`src/rtl/camera_dvp_capture.sv`:
```
// ---------------------------------------------------------------------------
// camera_dvp_capture
//
// Front-end for an OV-series DVP camera running on the camera PCLK.
// Pairs the 8-bit bus bytes of each line into RGB565 pixels, truncates them
// to RGB444 and writes them out as a vde/vsync/data stream for the
// frame-buffer BRAM writer. The first SKIP_FRAMES frames after reset are
// discarded while the sensor settles, and every captured frame is cropped to
// IMAGE_SIZE_H x IMAGE_SIZE_V.
//
// Optional build macro:
//   CAPTURE_TESTPATTERN_EN - replace the pixel data with 8 vertical colour
//                            bars selected by x[8:6]; timing, vde, crop and
//                            error logic are unchanged.
//
// Parameters:
//   IMAGE_SIZE_H  active pixels per output line (excess dropped)
//   IMAGE_SIZE_V  active lines per output frame (excess dropped)
//   SKIP_FRAMES   frames discarded after reset (0 = none)
//
// Ports:
//   i_clk           camera PCLK, rising edge
//   i_rst           asynchronous active-high reset
//   i_cam_vsync     camera VSYNC, high = vertical blank
//   i_cam_href      camera HREF, high = line bytes valid
//   i_cam_data[7:0] camera data byte
//   o_rgb565_vde    pixel valid (downstream write enable)
//   o_rgb565_vsync  low = frame boundary, high = active frame
//   o_rgb565_data   {R[4:1],G[5:2],B[4:1]}
//   o_frame_done    one-cycle pulse at end of each captured frame
//   o_frame_cnt     captured-frame counter, wraps
//   o_line_err      sticky: odd byte count, short line or short frame
//   o_dbg_state     current FSM state (0 skip, 1 wait, 2 active)
//
// Output stream: there is no back-pressure. o_rgb565_vde is a one-cycle
// valid that qualifies o_rgb565_data; the downstream writer must accept every
// cycle in which vde is high. vde is never high on two consecutive cycles and
// data holds its last value while vde is low.
// ---------------------------------------------------------------------------
module camera_dvp_capture #(
  parameter logic [15:0] IMAGE_SIZE_H = 16'd512,
  parameter logic [15:0] IMAGE_SIZE_V = 16'd384,
  parameter logic [7:0]  SKIP_FRAMES  = 8'd10
) (
  input  logic        i_clk,
  input  logic        i_rst,
  input  logic        i_cam_vsync,
  input  logic        i_cam_href,
  input  logic [7:0]  i_cam_data,
  output logic        o_rgb565_vde,
  output logic        o_rgb565_vsync,
  output logic [11:0] o_rgb565_data,
  output logic        o_frame_done,
  output logic [15:0] o_frame_cnt,
  output logic        o_line_err,
  output logic [1:0]  o_dbg_state
);

  typedef enum logic [1:0] {
    S_SKIP   = 2'd0,
    S_WAIT   = 2'd1,
    S_ACTIVE = 2'd2
  } state_t;

  localparam state_t RESET_STATE = (SKIP_FRAMES == 8'd0) ? S_WAIT : S_SKIP;

  // Input (IOB) stage and one-cycle history for edge detection
  logic        vsync_q, href_q;
  logic [7:0]  cam_data_q;
  logic        vsync_prev_q, href_prev_q;

  // Capture state
  state_t      state_q, state_d;
  logic [7:0]  skip_cnt_q, skip_cnt_d;
  logic        phase_q, phase_d;
  logic [7:0]  byte0_q, byte0_d;
  logic [11:0] x_q, x_d;
  logic [11:0] y_q, y_d;

  // Output registers
  logic        vde_q, vde_d;
  logic [11:0] data_q, data_d;
  logic        vs_out_q, vs_out_d;
  logic        frame_done_q, frame_done_d;
  logic [15:0] frame_cnt_q, frame_cnt_d;
  logic        line_err_q, line_err_d;

  logic        vs_rise, vs_fall, href_fall;
  logic [11:0] pix_data;

  assign vs_rise   =  vsync_q & ~vsync_prev_q;
  assign vs_fall   = ~vsync_q &  vsync_prev_q;
  assign href_fall = ~href_q  &  href_prev_q;

  // Pixel value for the byte pair completing this cycle: byte0_q holds the
  // phase-0 byte {R5,G[5:3]}, cam_data_q the phase-1 byte {G[2:0],B5}.
`ifdef CAPTURE_TESTPATTERN_EN
  always_comb begin
    pix_data = 12'h000;
    case (x_q[8:6])
      3'd0: pix_data = 12'hFFF;
      3'd1: pix_data = 12'hFF0;
      3'd2: pix_data = 12'h0FF;
      3'd3: pix_data = 12'h0F0;
      3'd4: pix_data = 12'hF0F;
      3'd5: pix_data = 12'hF00;
      3'd6: pix_data = 12'h00F;
      default: pix_data = 12'h000;
    endcase
  end
`else
  assign pix_data = {byte0_q[7:4], byte0_q[2:0], cam_data_q[7], cam_data_q[4:1]};
`endif

  always_ff @(posedge i_clk or posedge i_rst) begin
    if (i_rst) begin
      vsync_q      <= 1'b0;
      href_q       <= 1'b0;
      cam_data_q   <= 8'd0;
      vsync_prev_q <= 1'b0;
      href_prev_q  <= 1'b0;
      state_q      <= RESET_STATE;
      skip_cnt_q   <= 8'd0;
      phase_q      <= 1'b0;
      byte0_q      <= 8'd0;
      x_q          <= 12'd0;
      y_q          <= 12'd0;
      vde_q        <= 1'b0;
      data_q       <= 12'd0;
      vs_out_q     <= 1'b0;
      frame_done_q <= 1'b0;
      frame_cnt_q  <= 16'd0;
      line_err_q   <= 1'b0;
    end else begin
      vsync_q      <= i_cam_vsync;
      href_q       <= i_cam_href;
      cam_data_q   <= i_cam_data;
      vsync_prev_q <= vsync_q;
      href_prev_q  <= href_q;
      state_q      <= state_d;
      skip_cnt_q   <= skip_cnt_d;
      phase_q      <= phase_d;
      byte0_q      <= byte0_d;
      x_q          <= x_d;
      y_q          <= y_d;
      vde_q        <= vde_d;
      data_q       <= data_d;
      vs_out_q     <= vs_out_d;
      frame_done_q <= frame_done_d;
      frame_cnt_q  <= frame_cnt_d;
      line_err_q   <= line_err_d;
    end
  end

  always_comb begin
    state_d      = state_q;
    skip_cnt_d   = skip_cnt_q;
    phase_d      = phase_q;
    byte0_d      = byte0_q;
    x_d          = x_q;
    y_d          = y_q;
    vde_d        = 1'b0;
    data_d       = data_q;
    frame_done_d = 1'b0;
    frame_cnt_d  = frame_cnt_q;
    line_err_d   = line_err_q;
    // Downstream vsync follows the camera (inverted) once skipping is over.
    vs_out_d     = (state_q != S_SKIP) & ~vsync_q;

    case (state_q)
      S_SKIP: begin
        if (vs_rise) begin
          if (skip_cnt_q + 8'd1 == SKIP_FRAMES) begin
            state_d    = S_WAIT;
            skip_cnt_d = 8'd0;
          end else begin
            skip_cnt_d = skip_cnt_q + 8'd1;
          end
        end
      end

      S_WAIT: begin
        phase_d = 1'b0;
        x_d     = 12'd0;
        y_d     = 12'd0;
        if (vs_fall) state_d = S_ACTIVE;
      end

      S_ACTIVE: begin
        if (href_q) begin
          if (!phase_q) begin
            byte0_d = cam_data_q;
            phase_d = 1'b1;
          end else begin
            phase_d = 1'b0;
            if (({4'd0, x_q} < IMAGE_SIZE_H) && ({4'd0, y_q} < IMAGE_SIZE_V)) begin
              vde_d  = 1'b1;
              data_d = pix_data;
            end
            // x counts dropped pixels too, so crop is a plain compare.
            if (x_q != 12'hFFF) x_d = x_q + 12'd1;
          end
        end else begin
          phase_d = 1'b0;
          if (href_fall) begin
            // A pending phase-1 byte means an odd byte count: the partial
            // pixel is simply discarded.
            if (phase_q) line_err_d = 1'b1;
            if ({4'd0, x_q} < IMAGE_SIZE_H) line_err_d = 1'b1;
            x_d = 12'd0;
            if (y_q != 12'hFFF) y_d = y_q + 12'd1;
          end
        end

        // Frame end. A pixel completing in the same cycle was emitted above.
        // y_d already includes a line ending in this same cycle.
        if (vs_rise) begin
          state_d      = S_WAIT;
          frame_done_d = 1'b1;
          frame_cnt_d  = frame_cnt_q + 16'd1;
          if ({4'd0, y_d} < IMAGE_SIZE_V) line_err_d = 1'b1;
        end
      end

      default: state_d = RESET_STATE;
    endcase
  end

  assign o_rgb565_vde   = vde_q;
  assign o_rgb565_vsync = vs_out_q;
  assign o_rgb565_data  = data_q;
  assign o_frame_done   = frame_done_q;
  assign o_frame_cnt    = frame_cnt_q;
  assign o_line_err     = line_err_q;
  assign o_dbg_state    = state_q;

endmodule

```
`config.mk`:
```
export PLATFORM = sky130hd
export DESIGN_NAME = camera_dvp_capture
export DESIGN_NICKNAME = d
export VERILOG_FILES = /design/src/rtl/camera_dvp_capture.sv
export SDC_FILE = /design/constraint.sdc
export NUM_CORES = 1
export LEC_CHECK = 0
export BUFFER_PORTS_ARGS = -buffer_cell sky130_fd_sc_hd__buf_2
export CAP_MARGIN = 20
export CORE_UTILIZATION = 42
export CTS_CLUSTER_DIAMETER = 80
export DETAILED_ROUTE_END_ITERATION = 8
export PLACE_DENSITY = 0.58
export SYNTH_ARGS = -nofsm -noshare
export SYNTH_HDL_FRONTEND = slang
export SYNTH_SLANG_ARGS = --single-unit
```
`constraint.sdc`:
```
create_clock -name i_clk -period 2.56 [get_ports i_clk]
set_input_delay 0 -clock i_clk [delete_from_list [all_inputs] [get_ports i_clk]]
set_output_delay 0 -clock i_clk [all_outputs]
set_load 0.02 [all_outputs]
```
==> flow_metrics.env, run 1 <==
export IMPL_arrival_ns=2.40
export IMPL_grt_pass1_vias=2755
export IMPL_tightest_slew_ns=0.877
export IMPL_ys_seq_area_frac=0.534
export IMPL_via_count=2965
export IMPL_vdd_drop_max_mv=0.271
export IMPL_grt_usage=0.168
export IMPL_timing_rr_start="o_dbg_state[0]"
export IMPL_rows=35
export IMPL_slew_viol_final=0
export IMPL_syn_area_um2=4030
export IMPL_worstPathCellList="inv_1, ha_1, and3b_1, nand4_1, nor2_1, nand3_1, xnor2_1"
export IMPL_setup_viol=0
export IMPL_synth_top_area_frac=0.534
export IMPL_critical_path_max_stage_delay_ns=0.43
export IMPL_fin_crit_sh=0.838
export IMPL_fin_tns_setup_ns=0
export IMPL_place_area_um2=4400
export IMPL_max_freq_ghz=0.466
export IMPL_diodes=0
export IMPL_die_width_um=100
export IMPL_grt_pass1_wl_mm=13.2
export IMPL_post_route_drc_count=0
export IMPL_ant_nets=0
export IMPL_p_leak_nw=2.30
export IMPL_ys_types=54
export IMPL_syn_area_per_cell_um2=10.3
export IMPL_drtIter0Drc=152
export IMPL_hold_class="in2reg"
export IMPL_cpLargestDelayFamily="simple AND/OR/NAND/NOR gates"
export IMPL_grt_max_degree=51
export IMPL_cts_tree="built"
export IMPL_yosysMostFrequentCell="dfrtp_1"
export IMPL_synth_top_family_by_area="simple AND/OR/NAND/NOR gates"
export IMPL_cp_buffers_inverters=1
export IMPL_grt_overflow_total=0
export IMPL_ys_warn_count=0
export IMPL_synth_compound_area_frac=0.0801
export IMPL_die_area_um2=9990
export IMPL_fin_nets=470
export IMPL_cts_buffers=9
export IMPL_cts_max_path_buffers=2
export IMPL_dieHeight_um=100
export IMPL_syn_to_final_growth_pct=16.5
export IMPL_ys_flop_type="dfrtp_1"
export IMPL_outcome="finished clean"
export IMPL_crit_path_max_fanout=8
export IMPL_synth_fa_ha_area_frac=0.0279
export IMPL_cts_sinks=86
export IMPL_wl_mm=7.79
export IMPL_synth_common_cells="dfrtp_1, nand2_1, nor2_1"
export IMPL_io_buffers=45
export IMPL_drive_above_1_share=0.194
export IMPL_worstHoldStart="i_cam_data[3]"
export IMPL_crit_path_top_delay_cell="dfrtp_1"
export IMPL_synth_xor_area_share=0.0782
export IMPL_critPathLaunchType="flip-flop"
export IMPL_end_kind="flip-flop"
export IMPL_synthMuxAreaShare=0.0279
export IMPL_start_util=0.434
export IMPL_crit_start="o_dbg_state[0]"
export IMPL_yosys_area_top_type="dfrtp_1"
export IMPL_powerDensity_nw_per_um2=637
export IMPL_totalPowerFinal_mw=2.99
export IMPL_clk_latency_ns=0.36
export IMPL_root_buffer="clkbuf_8"
export IMPL_pin_count=46
export IMPL_yosys_area_share_simple=0.227
export IMPL_synth_edf_count=0
export IMPL_hpwl_mm=5.34
export IMPL_finalHoldViolCount=0
export IMPL_viasPerCell=5.09
export IMPL_clk_pin_slew_ns=0.09
export IMPL_relSlewSlack=0.414
export IMPL_synth_area_leaders="dfrtp_1, nand2_1, xnor2_1, nor2_1, xor2_1"
export IMPL_period_needed_ns=2.15
export IMPL_cp_required_ns=2.81
export IMPL_final_area_um2=4700
export IMPL_drtPass1Iterations=4
export IMPL_cts_repair_resize_count=0
export IMPL_critPathKind="reg2reg"
export IMPL_grt_setup_unrepaired="no"
export IMPL_antenna_found_initial=0
export IMPL_syn_nets=413
export IMPL_cts_setup_buffers=0
export IMPL_maxCapViolCount=0
export IMPL_wl_per_cell_um=13.4
export IMPL_fin_worst_skew_ns=0.0102
export IMPL_gp_congestion=0.795
export IMPL_synthArstFlopShare=1.00
export IMPL_ys_ff_latch=86
export IMPL_core_area_um2=9280
export IMPL_h_tree_depth=3
export IMPL_synth_cells=392
==> layer usage <==
layer	up-vias	part of all wire	GRT usage
met4	0	0.015	0.0647
met5	-	0	0
li1	1474	-	-
met2	68	0.43	0.248
met3	9	0.043	0.0376
met1	1414	0.51	0.241
==> cell type report <==
type	instances	area (um2)
flip-flops and latches	86	2150
well taps	129	161
inverters	11	42.5
clock inverters	6	52.6
clock buffers	10	138
repair buffers	59	370
fillers	892	4590
multi-input cells	282	1780
==> sequential cells by signal, indices dropped and copies added, names as in the netlist, 2 cells and up <==
register       count
skip_cnt_q         8
cam_data_q         8
o_rgb565_data     12
o_frame_cnt       16
x_q               12
o_dbg_state        2
byte0_q            7
y_q               12
==> cell usage in the layout, fill, tap and decap left out, types with 2 or more instances in the layout <==
master	instances
dfrtp_1	86
nand2_1	68
buf_2	45
nor2_1	35
xnor2_1	21
nand3_1	18
o21ai_0	15
xor2_1	15
nand4_1	11
dlygate4sd3_1	11
inv_1	10
a21oi_1	10
clkbuf_8	10
mux2_2	9
ha_1	9
nor3_1	8
nand2b_1	6
nor4_1	5
and3_1	5
a41o_1	3
o31ai_1	3
nor3_2	2
and3b_1	2
nand3_2	2
or3_1	2
and4_1	2
a31oi_1	2
nor4b_1	2
o41ai_1	2
inv_6	2
clkinvlp_4	2
buf_4	2
==> cells by family (layout without fill, tap and decap cells) <==
kind of cell,Yosys count,after routing
multiplexers,10,10
AO/OA/AOI/OAI,47,47
XOR/XNOR,36,36
adder cells (fa/ha/maj),9,9
buffers and inverters,24,86
AND/OR/NAND/NOR,180,180
flip-flops,86,86
==> report_power, final <==
part,internal [mW],switching [mW],leakage (nW)
sequential,1.47,0.105,1.17
clock,0.394,0.524,0.0914
combinational,0.200,0.299,1.04
==> stage by stage <==
stage	util	worst slack (ns)	hold slack [ns]	cells
after floorplan	-	0.338	0.0314	392
after global placement	0.474	0.473	0.108	556
after detailed placement	0.474	0.427	0.109	556
after CTS	0.506	0.397	0.255	583
after global routing	0.506	0.173	0.266	583
final	0.506	0.414	0.272	583
==> worst register-to-register path, delay by kind of cell (launching register included) <==
kind / cells / cell delay (ns)
xor gates and xnor gates: 1 / 0.14
DFF: 1 / 0.43
adders and majority gates: 1 / 0.32
buffers and inverters: 1 / 0.10
and+or+nand+nor: 4 / 1.04
==> repair_timing <==
action / CTS / global route
setup endpoints to repair: 0 / 0
endpoints found under the hold margin: 59 / 0
hold buffers: 11 / 0
==> final timing paths <==
check                      cells after the start               end  slack, ns
setup / recovery                               7   o_frame_cnt[12]       0.41
hold / removal                                 2     cam_data_q[3]       0.27
setup reg to reg                               7   o_frame_cnt[12]       0.41
hold reg to reg                                2  o_rgb565_data[2]       0.45
max in group asynchronous                      4            x_q[2]       1.54
min in group asynchronous                      3  o_rgb565_data[2]       0.34
Note: power is estimated with default switching activity, not from simulation.
==> run 2, diff against run 1 <==
- PLACE_DENSITY: 0.58 -> 0.6
- clock period: 2.56 -> 1.8 ns (I/O delays scaled with it)
==> flow_metrics.env, run 2 (synthesis results as in run 1) <==
export IMPL_outcome="finished clean"
export IMPL_grt_max_degree=46
export IMPL_crit_path_max_fanout=5
export IMPL_crit_path_top_delay_cell="or4_4"
export IMPL_cp_required_ns=2.02
export IMPL_critPathKind="reg2reg"
export IMPL_start_util=0.434
export IMPL_critPathLaunchType="flip-flop"
export IMPL_setup_viol=0
export IMPL_ant_nets=0
export IMPL_pin_count=46
export IMPL_drtPass1Iterations=4
export IMPL_die_area_um2=9990
export IMPL_diodes=0
export IMPL_maxCapViolCount=0
export IMPL_clk_pin_slew_ns=0.10
export IMPL_slew_viol_final=0
export IMPL_fin_nets=503
export IMPL_period_needed_ns=1.74
export IMPL_grt_pass1_vias=3050
export IMPL_grt_overflow_total=0
export IMPL_dpl_cell_count=583
export IMPL_viasPerCell=5.03
export IMPL_fillers=866
export IMPL_finalHoldViolCount=0
export IMPL_clk_latency_ns=0.35
export IMPL_final_common_cell="dfrtp_1"
export IMPL_cts_tree="built"
export IMPL_drive_above_1_share=0.285
export IMPL_grt_usage=0.177
export IMPL_syn_to_final_growth_pct=26.3
export IMPL_place_ws_ns=-0.0127
export IMPL_hold_class="in2reg"
export IMPL_fin_tns_setup_ns=0
export IMPL_cp_buffers_inverters=1
export IMPL_vdd_drop_max_mv=0.490
export IMPL_wl_mm=8.13
export IMPL_arrival_ns=1.96
export IMPL_p_leak_nw=2.51
export IMPL_cts_max_path_buffers=2
export IMPL_multi_input_area_um2=1870
export IMPL_powerDensity_nw_per_um2=937
export IMPL_hpwl_mm=5.67
export IMPL_setup_slack_ns=0.0583
export IMPL_post_route_drc_count=0
export IMPL_regArea_um2=2150
export IMPL_drtIter0Drc=179
export IMPL_final_cell_mix="dfrtp_1, nand2_1, buf_2"
export IMPL_tightest_slew_ns=0.561
export IMPL_largest_reg_flops=16
export IMPL_io_buffers=45
export IMPL_max_freq_ghz=0.574
export IMPL_end_kind="flip-flop"
export IMPL_grt_setup_unrepaired="yes"
export IMPL_dieHeight_um=100
export IMPL_cpLargestDelayFamily="simple AND/OR/NAND/NOR gates"
export IMPL_cts_sinks=86
export IMPL_fin_crit_sh=0.968
export IMPL_root_buffer="clkbuf_8"
export IMPL_critical_path_max_stage_delay_ns=0.53
export IMPL_h_tree_depth=3
export IMPL_wl_per_cell_um=13.2
export IMPL_fin_worst_skew_ns=0.0148
export IMPL_via_count=3098
export IMPL_grt_pass1_wl_mm=14.1
export IMPL_relSlewSlack=0.626
export IMPL_instances_no_fill=616
export IMPL_worstPathCellList="inv_2, ha_4, nand2_2, or4_4, nand3_1, xor2_1, nor2_1"
export IMPL_die_width_um=100
export IMPL_cts_buffers=9
export IMPL_antenna_found_initial=0
export IMPL_rows=35
export IMPL_core_area_um2=9280
export IMPL_gp_congestion=0.862
## run 2: cell count changes in the layout (fill, tap and decap cells not counted), moves of 3 or more
cell	change
buf_4	+33
bufinv_16	+3
ha_1	-3
nor2_1	-3
nor2_2	+3
nor4_1	-3
nor4_2	+3
## run 2: repair_timing
item                       4_1_cts  5_1_grt
pin swaps                        2        2
setup buffers                    2        4
setup endpoints to repair        6       32
hold buffers                    11        0
resized for setup                0       20
hold endpoints to repair        96        0
## run 2: area by class of cell
| cell class | count | share of cell area |
|---|---|---|
| clock buffer | 9 | 0.0243 |
| clock inverter | 7 | 0.0251 |
| inverter | 11 | 0.00885 |
| multi-input combinational | 282 | 0.367 |
| sequential | 86 | 0.423 |
| tap | 129 | 0.0317 |
| timing repair buffer | 92 | 0.120 |
## run 2: layer usage
layer / routed length [um] / up-vias / track usage / part of all wire
met2: 3940 / 44 / 0.294 / 0.48
met3: 204 / 8 / 0.0362 / 0.025
met1: 3910 / 1516 / 0.232 / 0.48
met5: 0 / - / 0 / 0
li1: - / 1530 / - / -
met4: 77 / 0 / 0.0557 / 0.0095
## run 2: stage by stage
step,cell area [um2],utilization,hold slack (ns),power (mW)
floorplan,4040,-,0.0314,2.78
global placement,4600,0.495,0.109,3.05
CTS,4970,0.536,0.255,4.81
global route,5090,0.548,0.262,5.04
finish,5090,0.548,0.277,4.77
detailed placement,4600,0.495,0.109,3.09
## run 2: path summary, 6_finish.rpt
path / startpoint / endpoint / slack [ns] / cells after the start
worst max-delay path: o_dbg_state[0] / x_q[7] / 0.06 / 7
worst min-delay path: i_cam_data[7] / cam_data_q[7] / 0.28 / 2
worst max register to register: o_dbg_state[0] / x_q[7] / 0.06 / 7
worst min register to register: cam_data_q[3] / o_rgb565_data[2] / 0.45 / 2
max in group asynchronous: i_rst / x_q[9] / 1.04 / 4
min in group asynchronous: i_rst / o_frame_cnt[12] / 0.33 / 4
## run 2: where the power goes
part,internal (mW),switching [mW]
clock network,0.944,0.722
logic,0.383,0.507
registers,2.09,0.119
total,3.42,1.35
==> run 3, diff against run 2 <==
- ABC_AREA: unset -> 0
- PLACE_DENSITY: 0.6 -> 0.58
- clock period: 1.8 -> 1.7 ns (I/O delays scaled with it)
==> flow_metrics.env, run 3 (synthesis results as in run 1) <==
export IMPL_outcome="finished with violations"
export IMPL_violations="setup timing"
export IMPL_io_buffers=45
export IMPL_die_width_um=100
export IMPL_dieHeight_um=100
export IMPL_grt_overflow_total=0
export IMPL_cts_buffers=9
export IMPL_hold_class="in2async"
export IMPL_clk_latency_ns=0.36
export IMPL_grt_max_degree=35
export IMPL_ant_nets=0
export IMPL_powerDensity_nw_per_um2=942
export IMPL_cts_sinks=86
export IMPL_critPathLaunchType="flip-flop"
export IMPL_arrival_ns=1.97
export IMPL_period_needed_ns=1.72
export IMPL_cts_tree="built"
export IMPL_fin_crit_sh=1.01
export IMPL_relSlewSlack=0.681
export IMPL_critPathKind="reg2reg"
export IMPL_end_kind="flip-flop"
export IMPL_setup_slack_ns=-0.0151
export IMPL_wl_per_cell_um=13.9
export IMPL_grt_pass1_wl_mm=14.7
export IMPL_finalHoldViolCount=0
export IMPL_setup_viol=2
export IMPL_core_area_um2=9280
export IMPL_cts_max_path_buffers=2
export IMPL_start_util=0.434
export IMPL_clk_pin_slew_ns=0.09
export IMPL_rows=35
export IMPL_die_area_um2=9990
export IMPL_final_cell_mix="dfrtp_1, nand2_1, buf_4"
export IMPL_p_leak_nw=2.58
export IMPL_viasPerCell=5.06
export IMPL_largest_reg_flops=16
export IMPL_place_ws_ns=-0.0719
export IMPL_vdd_drop_max_mv=0.600
export IMPL_crit_path_max_fanout=5
export IMPL_drive_above_1_share=0.336
export IMPL_place_area_um2=4830
export IMPL_syn_to_final_growth_pct=32.1
export IMPL_tightest_slew_ns=0.478
export IMPL_grt_setup_unrepaired="yes"
export IMPL_maxCapViolCount=0
export IMPL_grt_pass1_vias=3100
export IMPL_grt_usage=0.188
export IMPL_gp_congestion=0.849
export IMPL_wl_mm=8.82
export IMPL_holdWs_ns=0.204
export IMPL_drtPass1Iterations=4
export IMPL_antenna_found_initial=0
export IMPL_fin_nets=519
export IMPL_drtIter0Drc=131
export IMPL_final_common_cell="dfrtp_1"
export IMPL_h_tree_depth=3
export IMPL_via_count=3198
export IMPL_cp_required_ns=1.95
export IMPL_fin_worst_skew_ns=0.0129
export IMPL_fin_tns_setup_ns=-0.0180
export IMPL_hpwl_mm=6.09
export IMPL_post_route_drc_count=0
export IMPL_max_freq_ghz=0.583
export IMPL_pin_count=46
export IMPL_root_buffer="clkbuf_8"
export IMPL_diodes=0
export IMPL_final_area_um2=5320
export IMPL_slew_viol_final=0
## run 3: worst paths after layout
check	from	endpoint	slack, ns	depth (start not counted)
max in group asynchronous	i_rst	y_q[2]	0.95	4
worst min register to register	cam_data_q[3]	o_rgb565_data[2]	0.45	2
worst max-delay path	o_dbg_state[0]	x_q[11]	-0.02	7
min in group i_clk	i_cam_data[2]	cam_data_q[2]	0.27	2
worst min-delay path	i_rst	o_rgb565_data[3]	0.20	3
worst max register to register	o_dbg_state[0]	x_q[11]	-0.02	7
## run 3: repair_timing
| item | CTS | global route |
|---|---|---|
| buffers inserted | 1 | 3 |
| hold buffers | 11 | 0 |
| cloned | 0 | 0 |
| endpoints found under the hold margin | 28 | 0 |
| resized for setup | 4 | 30 |
| setup endpoints to repair | 4 | 33 |
| pin swaps | 0 | 19 |
## run 3: worst max-delay path, stage by stage (launching register included)
cell and delay, ns:
dfrtp_2 0.41, inv_2 0.08, ha_4 0.15, nand2_4 0.07, or4_4 0.56, nand3_1 0.13, xor2_1 0.15, nor2_1 0.06
## run 3: through the flow
stage | power, mW | utilization | instances
floorplan | 2.96 | - | 392
global placement | 3.35 | 0.520 | 601
detailed placement | 3.38 | 0.520 | 601
global route | 5.28 | 0.573 | 632
finish | 5.02 | 0.573 | 632
CTS | 4.97 | 0.557 | 629
## run 3: routing by layer
layer,part of all wire,GRT usage,routed length [um],vias up
li1,-,-,-,1576
met3,0.035,0.0487,312,6
met2,0.48,0.298,4240,69
met4,0.0099,0.0602,87,0
met1,0.47,0.253,4180,1547
met5,0,0,0,-
## run 3: power breakdown
| part | internal [mW] | switching (mW) |
|---|---|---|
| clock network | 0.711 | 0.820 |
| registers | 2.22 | 0.125 |
| logic | 0.537 | 0.608 |
## run 3: cell type report
cell class                      count  area, um2
Fill cell                         824       3960
Sequential cell                    86       2160
Multi-Input combinational cell    282       1960
Timing Repair Buffer              108        792
Tap cell                          129        161
Clock buffer                        9        124
Clock inverter                      7       83.8
Inverter                           11       45.0
